===== src/rtl/board_reader_pkg.sv =====
// Shared game-of-life board constants, mode and live-count state encodings.
package board_reader_pkg;

  localparam int unsigned ROWS      = 16;
  localparam int unsigned COLS      = 16;
  localparam int unsigned BOARD_W   = ROWS * COLS;
  localparam int unsigned ROW_IDX_W = $clog2(ROWS);
  localparam int unsigned COUNT_W   = $clog2(BOARD_W + 1);
  localparam int unsigned POP_W     = $clog2(COLS + 1);

  // Board viewed as rows; row r is the packed element r (bits [16r+15:16r]).
  typedef logic [ROWS-1:0][COLS-1:0] board_t;

  typedef enum logic {
    MANUAL = 1'b0,
    AUTO   = 1'b1
  } mode_t;

  typedef enum logic [1:0] {
    SNAP    = 2'd0,
    COUNT   = 2'd1,
    PUBLISH = 2'd2
  } cnt_state_t;

endpackage


===== src/rtl/board_reader_row_popcount.sv =====
// Combinational population count of one board row.
module row_popcount
  import board_reader_pkg::*;
(
  input  logic [COLS-1:0]  bits,
  output logic [POP_W-1:0] ones_c
);

  // Sum the set bits of the row.
  always_comb begin
    ones_c = '0;
    for (int i = 0; i < COLS; i++) begin
      ones_c = ones_c + POP_W'(bits[i]);
    end
  end

endmodule


===== src/rtl/board_reader.sv =====
// Shows one board row on the LEDs (manual or auto-scrolled) and keeps a
// periodically refreshed live-cell count of the whole board.
module board_reader
  import board_reader_pkg::*;
#(
  parameter int unsigned SCROLL_TICKS = 50_000_000
) (
  input  logic                 clk,
  input  logic                 rst,
  input  logic                 enable,
  input  logic                 BtnU,
  input  logic                 BtnD,
  input  logic                 BtnC,
  input  logic [BOARD_W-1:0]   board_in,
  output logic [COLS-1:0]      row_leds,
  output logic [ROW_IDX_W-1:0] row_index,
  output logic                 auto_mode,
  output logic [COUNT_W-1:0]   live_count,
  output logic                 count_valid
);

  localparam int unsigned TMR_W = $clog2(SCROLL_TICKS);
  localparam logic [TMR_W-1:0]     TMR_LAST = TMR_W'(SCROLL_TICKS - 1);
  localparam logic [ROW_IDX_W-1:0] ROW_LAST = ROW_IDX_W'(ROWS - 1);

  board_t                 board_rows;
  board_t                 shadow_q;
  logic                   prev_u, prev_d, prev_c;
  logic                   rise_u, rise_d, rise_c;
  mode_t                  mode_q;
  logic [TMR_W-1:0]       timer_q;
  cnt_state_t             state_q, state_d;
  logic [COUNT_W-1:0]     acc_q;
  logic [ROW_IDX_W-1:0]   k_q;
  logic [POP_W-1:0]       row_ones;

  assign board_rows = board_t'(board_in);
  assign auto_mode  = (mode_q == AUTO);

  assign rise_u = BtnU & ~prev_u;
  assign rise_d = BtnD & ~prev_d;
  assign rise_c = BtnC & ~prev_c;

  // Button history tracks the level every cycle, regardless of enable.
  always_ff @(posedge clk or posedge rst) begin
    if (rst) begin
      prev_u <= 1'b0;
      prev_d <= 1'b0;
      prev_c <= 1'b0;
    end else begin
      prev_u <= BtnU;
      prev_d <= BtnD;
      prev_c <= BtnC;
    end
  end

  // Mode toggle, scroll timer and row selection; a toggle beats an auto step.
  always_ff @(posedge clk or posedge rst) begin
    if (rst) begin
      mode_q    <= MANUAL;
      timer_q   <= '0;
      row_index <= '0;
    end else if (enable) begin
      if (rise_c) begin
        mode_q  <= (mode_q == MANUAL) ? AUTO : MANUAL;
        timer_q <= '0;
      end else if (mode_q == AUTO) begin
        if (timer_q == TMR_LAST) begin
          timer_q   <= '0;
          row_index <= (row_index == ROW_LAST) ? '0 : row_index + ROW_IDX_W'(1);
        end else begin
          timer_q <= timer_q + TMR_W'(1);
        end
      end else if (rise_u && !rise_d && row_index != '0) begin
        row_index <= row_index - ROW_IDX_W'(1);
      end else if (rise_d && !rise_u && row_index != ROW_LAST) begin
        row_index <= row_index + ROW_IDX_W'(1);
      end
    end
  end

  // LED register follows the selected row while enabled.
  always_ff @(posedge clk or posedge rst) begin
    if (rst) begin
      row_leds <= '0;
    end else if (enable) begin
      row_leds <= board_rows[row_index];
    end
  end

  // Live-count state register; freezes while disabled.
  always_ff @(posedge clk or posedge rst) begin
    if (rst) begin
      state_q <= SNAP;
    end else if (enable) begin
      state_q <= state_d;
    end
  end

  // Live-count next state: snapshot, one row per cycle, publish.
  always_comb begin
    state_d = state_q;
    unique case (state_q)
      SNAP:    state_d = COUNT;
      COUNT:   state_d = (k_q == ROW_LAST) ? PUBLISH : COUNT;
      PUBLISH: state_d = SNAP;
      default: state_d = SNAP;
    endcase
  end

  row_popcount u_row_popcount (
    .bits   (shadow_q[k_q]),
    .ones_c (row_ones)
  );

  // Live-count datapath: shadow copy, accumulator and published result.
  always_ff @(posedge clk or posedge rst) begin
    if (rst) begin
      shadow_q    <= '0;
      acc_q       <= '0;
      k_q         <= '0;
      live_count  <= '0;
      count_valid <= 1'b0;
    end else begin
      count_valid <= 1'b0;
      if (enable) begin
        unique case (state_q)
          SNAP: begin
            shadow_q <= board_rows;
            acc_q    <= '0;
            k_q      <= '0;
          end
          COUNT: begin
            acc_q <= acc_q + COUNT_W'(row_ones);
            k_q   <= k_q + ROW_IDX_W'(1);
          end
          PUBLISH: begin
            live_count  <= acc_q;
            count_valid <= 1'b1;
          end
          default: ;
        endcase
      end
    end
  end

endmodule


===== config.mk =====
export PLATFORM = sky130hd
export DESIGN_NAME = board_reader
export DESIGN_NICKNAME = d
export VERILOG_FILES = /design/src/rtl/board_reader_pkg.sv /design/src/rtl/board_reader_row_popcount.sv /design/src/rtl/board_reader.sv
export SDC_FILE = /design/constraint.sdc
export NUM_CORES = 1
export LEC_CHECK = 0
export ABC_AREA = 1
export CAP_MARGIN = 20
export CORE_ASPECT_RATIO = 0.6
export CORE_MARGIN = 2
export CORE_UTILIZATION = 50
export DETAILED_ROUTE_END_ITERATION = 10
export GPL_ROUTABILITY_DRIVEN = 0
export GPL_TIMING_DRIVEN = 1
export PLACE_DENSITY = 0.76
export SLEW_MARGIN = 15
export SYNTH_ARGS = -nofsm -noshare
export SYNTH_HDL_FRONTEND = slang
export SYNTH_SLANG_ARGS = --single-unit

===== constraint.sdc =====
create_clock -name clk -period 10.16 [get_ports clk]
set_input_delay 1.524 -clock clk [delete_from_list [all_inputs] [get_ports clk]]
set_output_delay 1.524 -clock clk [all_outputs]
set_load 0.05 [all_outputs]

==> results.cfg <==
[status]
status = completed

[yosys]
post-synth-top-count-cell = nand2_1
yosys-top-cells-count = 1140 x nand2_1, 331 x dfrtp_1, 327 x o21ai_0, 210 x inv_1, 153 x nor2_1
yosysWarningCount = 0
netlist_area_um2 = 18700
synth.area.top_cells = dfrtp_1 44%, nand2_1 23%, o21ai_0 8.7%, inv_1 4.2%, a21oi_1 3.6%
synthArstFlopShare = 1.00
ys_seq_area_frac = 0.442
synth_top_area_cell = dfrtp_1
synth_ff_type = dfrtp_1
ys_ff_latch = 331
syn-instance-count = 2697
synth.distinct_cells = 38
synth_edf_count = 0
synthesis.nets = 2985
yosysTopAreaCellShare = 0.442
avgSynthCellArea_um2 = 6.95

[worst_hold_path]
hold_path_startpoint = shadow_q[141]
hold_path_end = shadow_q[141]
hold_path.class = reg2reg
whs_path_depth = 2

[final_layout]
fin_area_um2 = 22900
seq_area_um2 = 8290
nets = 3174
diodes = 0
drive_gt1_frac = 0.0382
fillers = 3276
multi_input_area_um2 = 8850
area_growth_pct = 22.2

[clock_network]
clock_path_buffers = 3
cts_root_buffer = clkbuf_16
clk_latency_ns = 0.54
cts_resized = 0
clk_pin_slew_ns = 0.07
cts_hold_buf = 0
postCtsSetupRepairBufs = 0
cts-htree-levels = 2
cts.sinks = 331
cts_tree = built
numCtsBuffers = 34

[worst_setup_path]
worstReg2RegStart = k_q[0]
path_class = reg2reg
start_kind = register
ff2ff_path_depth = 21
path_buf_inv = 2
path_delay_family = adder cells
critPathMaxStageDelay_ns = 0.97
cp_max_fo = 82
cp_slowest_cell = dfrtp_4
crit_chain = buf_4 -> o21ai_0 -> o21ai_0 -> nand2_1 -> nand3_1 -> fa_1 -> fa_1 -> fa_1 -> inv_1 -> fa_1 -> fa_1 -> fa_1 -> xnor2_1 -> ha_1 -> a21oi_1 -> nand2_1 -> nand3_1 -> nand2_1 -> nand3_1 -> nand2_1 -> nor2_1
worstPathArrival_ns = 7.71
worst_path_most_repeated_cell = fa_1
endpoint_kind = register
rrSetupSlack_ns = 2.93
crit_required_ns = 10.64
reg2reg_to = acc_q[7]

[global_route]
use_met3 = 0.111
grt_first_pass_wirelength_um = 105000
grt_start_max_net_pins = 255
grt_busiest_layer = met1
grt_use_met1 = 0.504
antenna_found_initial = 1
grtUsageMet2 = 0.496
grt_pass1_vias = 18300
grt-ovfl-total = 0
track_usage = 0.349

[drt]
drt_iter0_drc = 3014
wl_per_cell_um = 20.1
firstDrtPassIters = 6
viasPerCell = 5.69
drc_errors = 0
wl_um = 68600
num_vias = 19400
antenna_left = 0

[timing]
finalCritPeriodShare = 0.711
worstMarginPinSlew_ns = 1.13
skew_ns = 0.0341
slew_headroom = 0.244
clock.fmax_mhz = 138
rsz0062_at_grt = false
setup-violations-final = 0
final.setup.tns_ns = 0
hold_violations = 0
finalMaxSlewViolations = 0
period_needed_ns = 7.23

[floorplanning]
fp.dieW_um = 254
coreArea_um2 = 36600
die_height_um = 154
die-area_um2 = 39100
start_util = 0.512
pin_count = 293
rows = 54

[flow_run]
drv_cap = 0

[power_and_ir_drop]
p_leak_nw = 11.2
finalPower_mw = 9.64
power_density_nw_per_um2 = 421
ir_drop_uv = 783

[placement]
place_hpwl_um = 48400
post_dp_cell_area_um2 = 21700
port_buffers = 292
worst register-to-register path, stage by stage, from the launching register on:
cell,delay [ns]
dfrtp_4,0.97
buf_4,0.72
o21ai_0,0.26
o21ai_0,0.56
nand2_1,0.18
nand3_1,0.17
fa_1,0.43
fa_1,0.49
fa_1,0.57
inv_1,0.06
fa_1,0.50
fa_1,0.47
fa_1,0.42
xnor2_1,0.29
ha_1,0.33
a21oi_1,0.16
nand2_1,0.10
nand3_1,0.09
nand2_1,0.11
nand3_1,0.09
nand2_1,0.07
nor2_1,0.13
cell type report:
class                   instances  share of cell area
clock buffers                  47              0.0437
repair buffers                312               0.137
flip-flops and latches        331               0.362
multi-input cells            1987               0.387
clock inverters                12             0.00639
inverters                     220              0.0366
well taps                     504              0.0275
registers in the layout (all words and copies together) (netlist names), 2 cells and up:
register / count
timer_q: 26
acc_q: 9
k_q: 4
state_q: 2
row_leds: 16
live_count: 9
shadow_q: 256
row_index: 4
power by group:
part	switching, mW	internal (mW)	total [mW]
combinational	3.88	2.23	6.11
sequential	0.380	1.83	2.21
clock	0.556	0.768	1.32
total	4.82	4.83	9.64
per-stage QoR:
step / setup WS (ns) / cells / util / hold slack, ns
6_report: 2.93 / 3413 / 0.625 / 0.469
5_1_grt: 2.45 / 3413 / 0.625 / 0.494
4_1_cts: 3.13 / 3411 / 0.624 / 0.468
3_5_place_dp: 3.15 / 3352 / 0.592 / 0.454
3_3_place_gp: 3.47 / 3352 / 0.592 / 0.449
2_1_floorplan: 4.22 / 2697 / - / 0.437
layer usage:
metal | vias to the layer above | routed length, um
met1 | 9122 | 28100
li1 | 8869 | -
met2 | 1282 | 28400
met4 | 0 | 2440
met5 | - | 0
met3 | 157 | 9720
cells in the final DEF (no fill, tap or decap), types with 27 or more instances in the layout:
cell type and instances:
dfrtp_1 328, o21ai_0 327, nor2_1 153, clkdlybuf4s50_1 292, inv_1 208, nand2_1 1140
clkbuf_16 35, nand4_1 27, a21oi_1 136, nand3_1 95
kinds of logic (layout without fill, tap and decap cells):
| kind of cell | Yosys count | count (layout) | synth area share |
|---|---|---|---|
| buffers and inverters | 379 | 591 | 0.0862 |
| AND/OR/NAND/NOR | 1446 | 1446 | 0.306 |
| AO/OA/AOI/OAI | 505 | 505 | 0.139 |
| adder cells (fa/ha/maj) | 26 | 26 | 0.0218 |
| XOR/XNOR | 10 | 10 | 0.00468 |
| flip-flops | 331 | 331 | 0.442 |
how the worst max path moves through the flow:
stage	start	endpoint	slack, ns	cells past startpoint
6_report	k_q[0]	acc_q[7]	2.93	21
5_1_grt	k_q[0]	acc_q[7]	2.45	21
4_1_cts	k_q[0]	acc_q[5]	3.13	21
3_5_place_dp	k_q[0]	acc_q[5]	3.15	21
3_3_place_gp	k_q[0]	acc_q[6]	3.47	24
2_1_floorplan	rst	acc_q[0]	4.22	1
(Power assumes the default switching activity.)
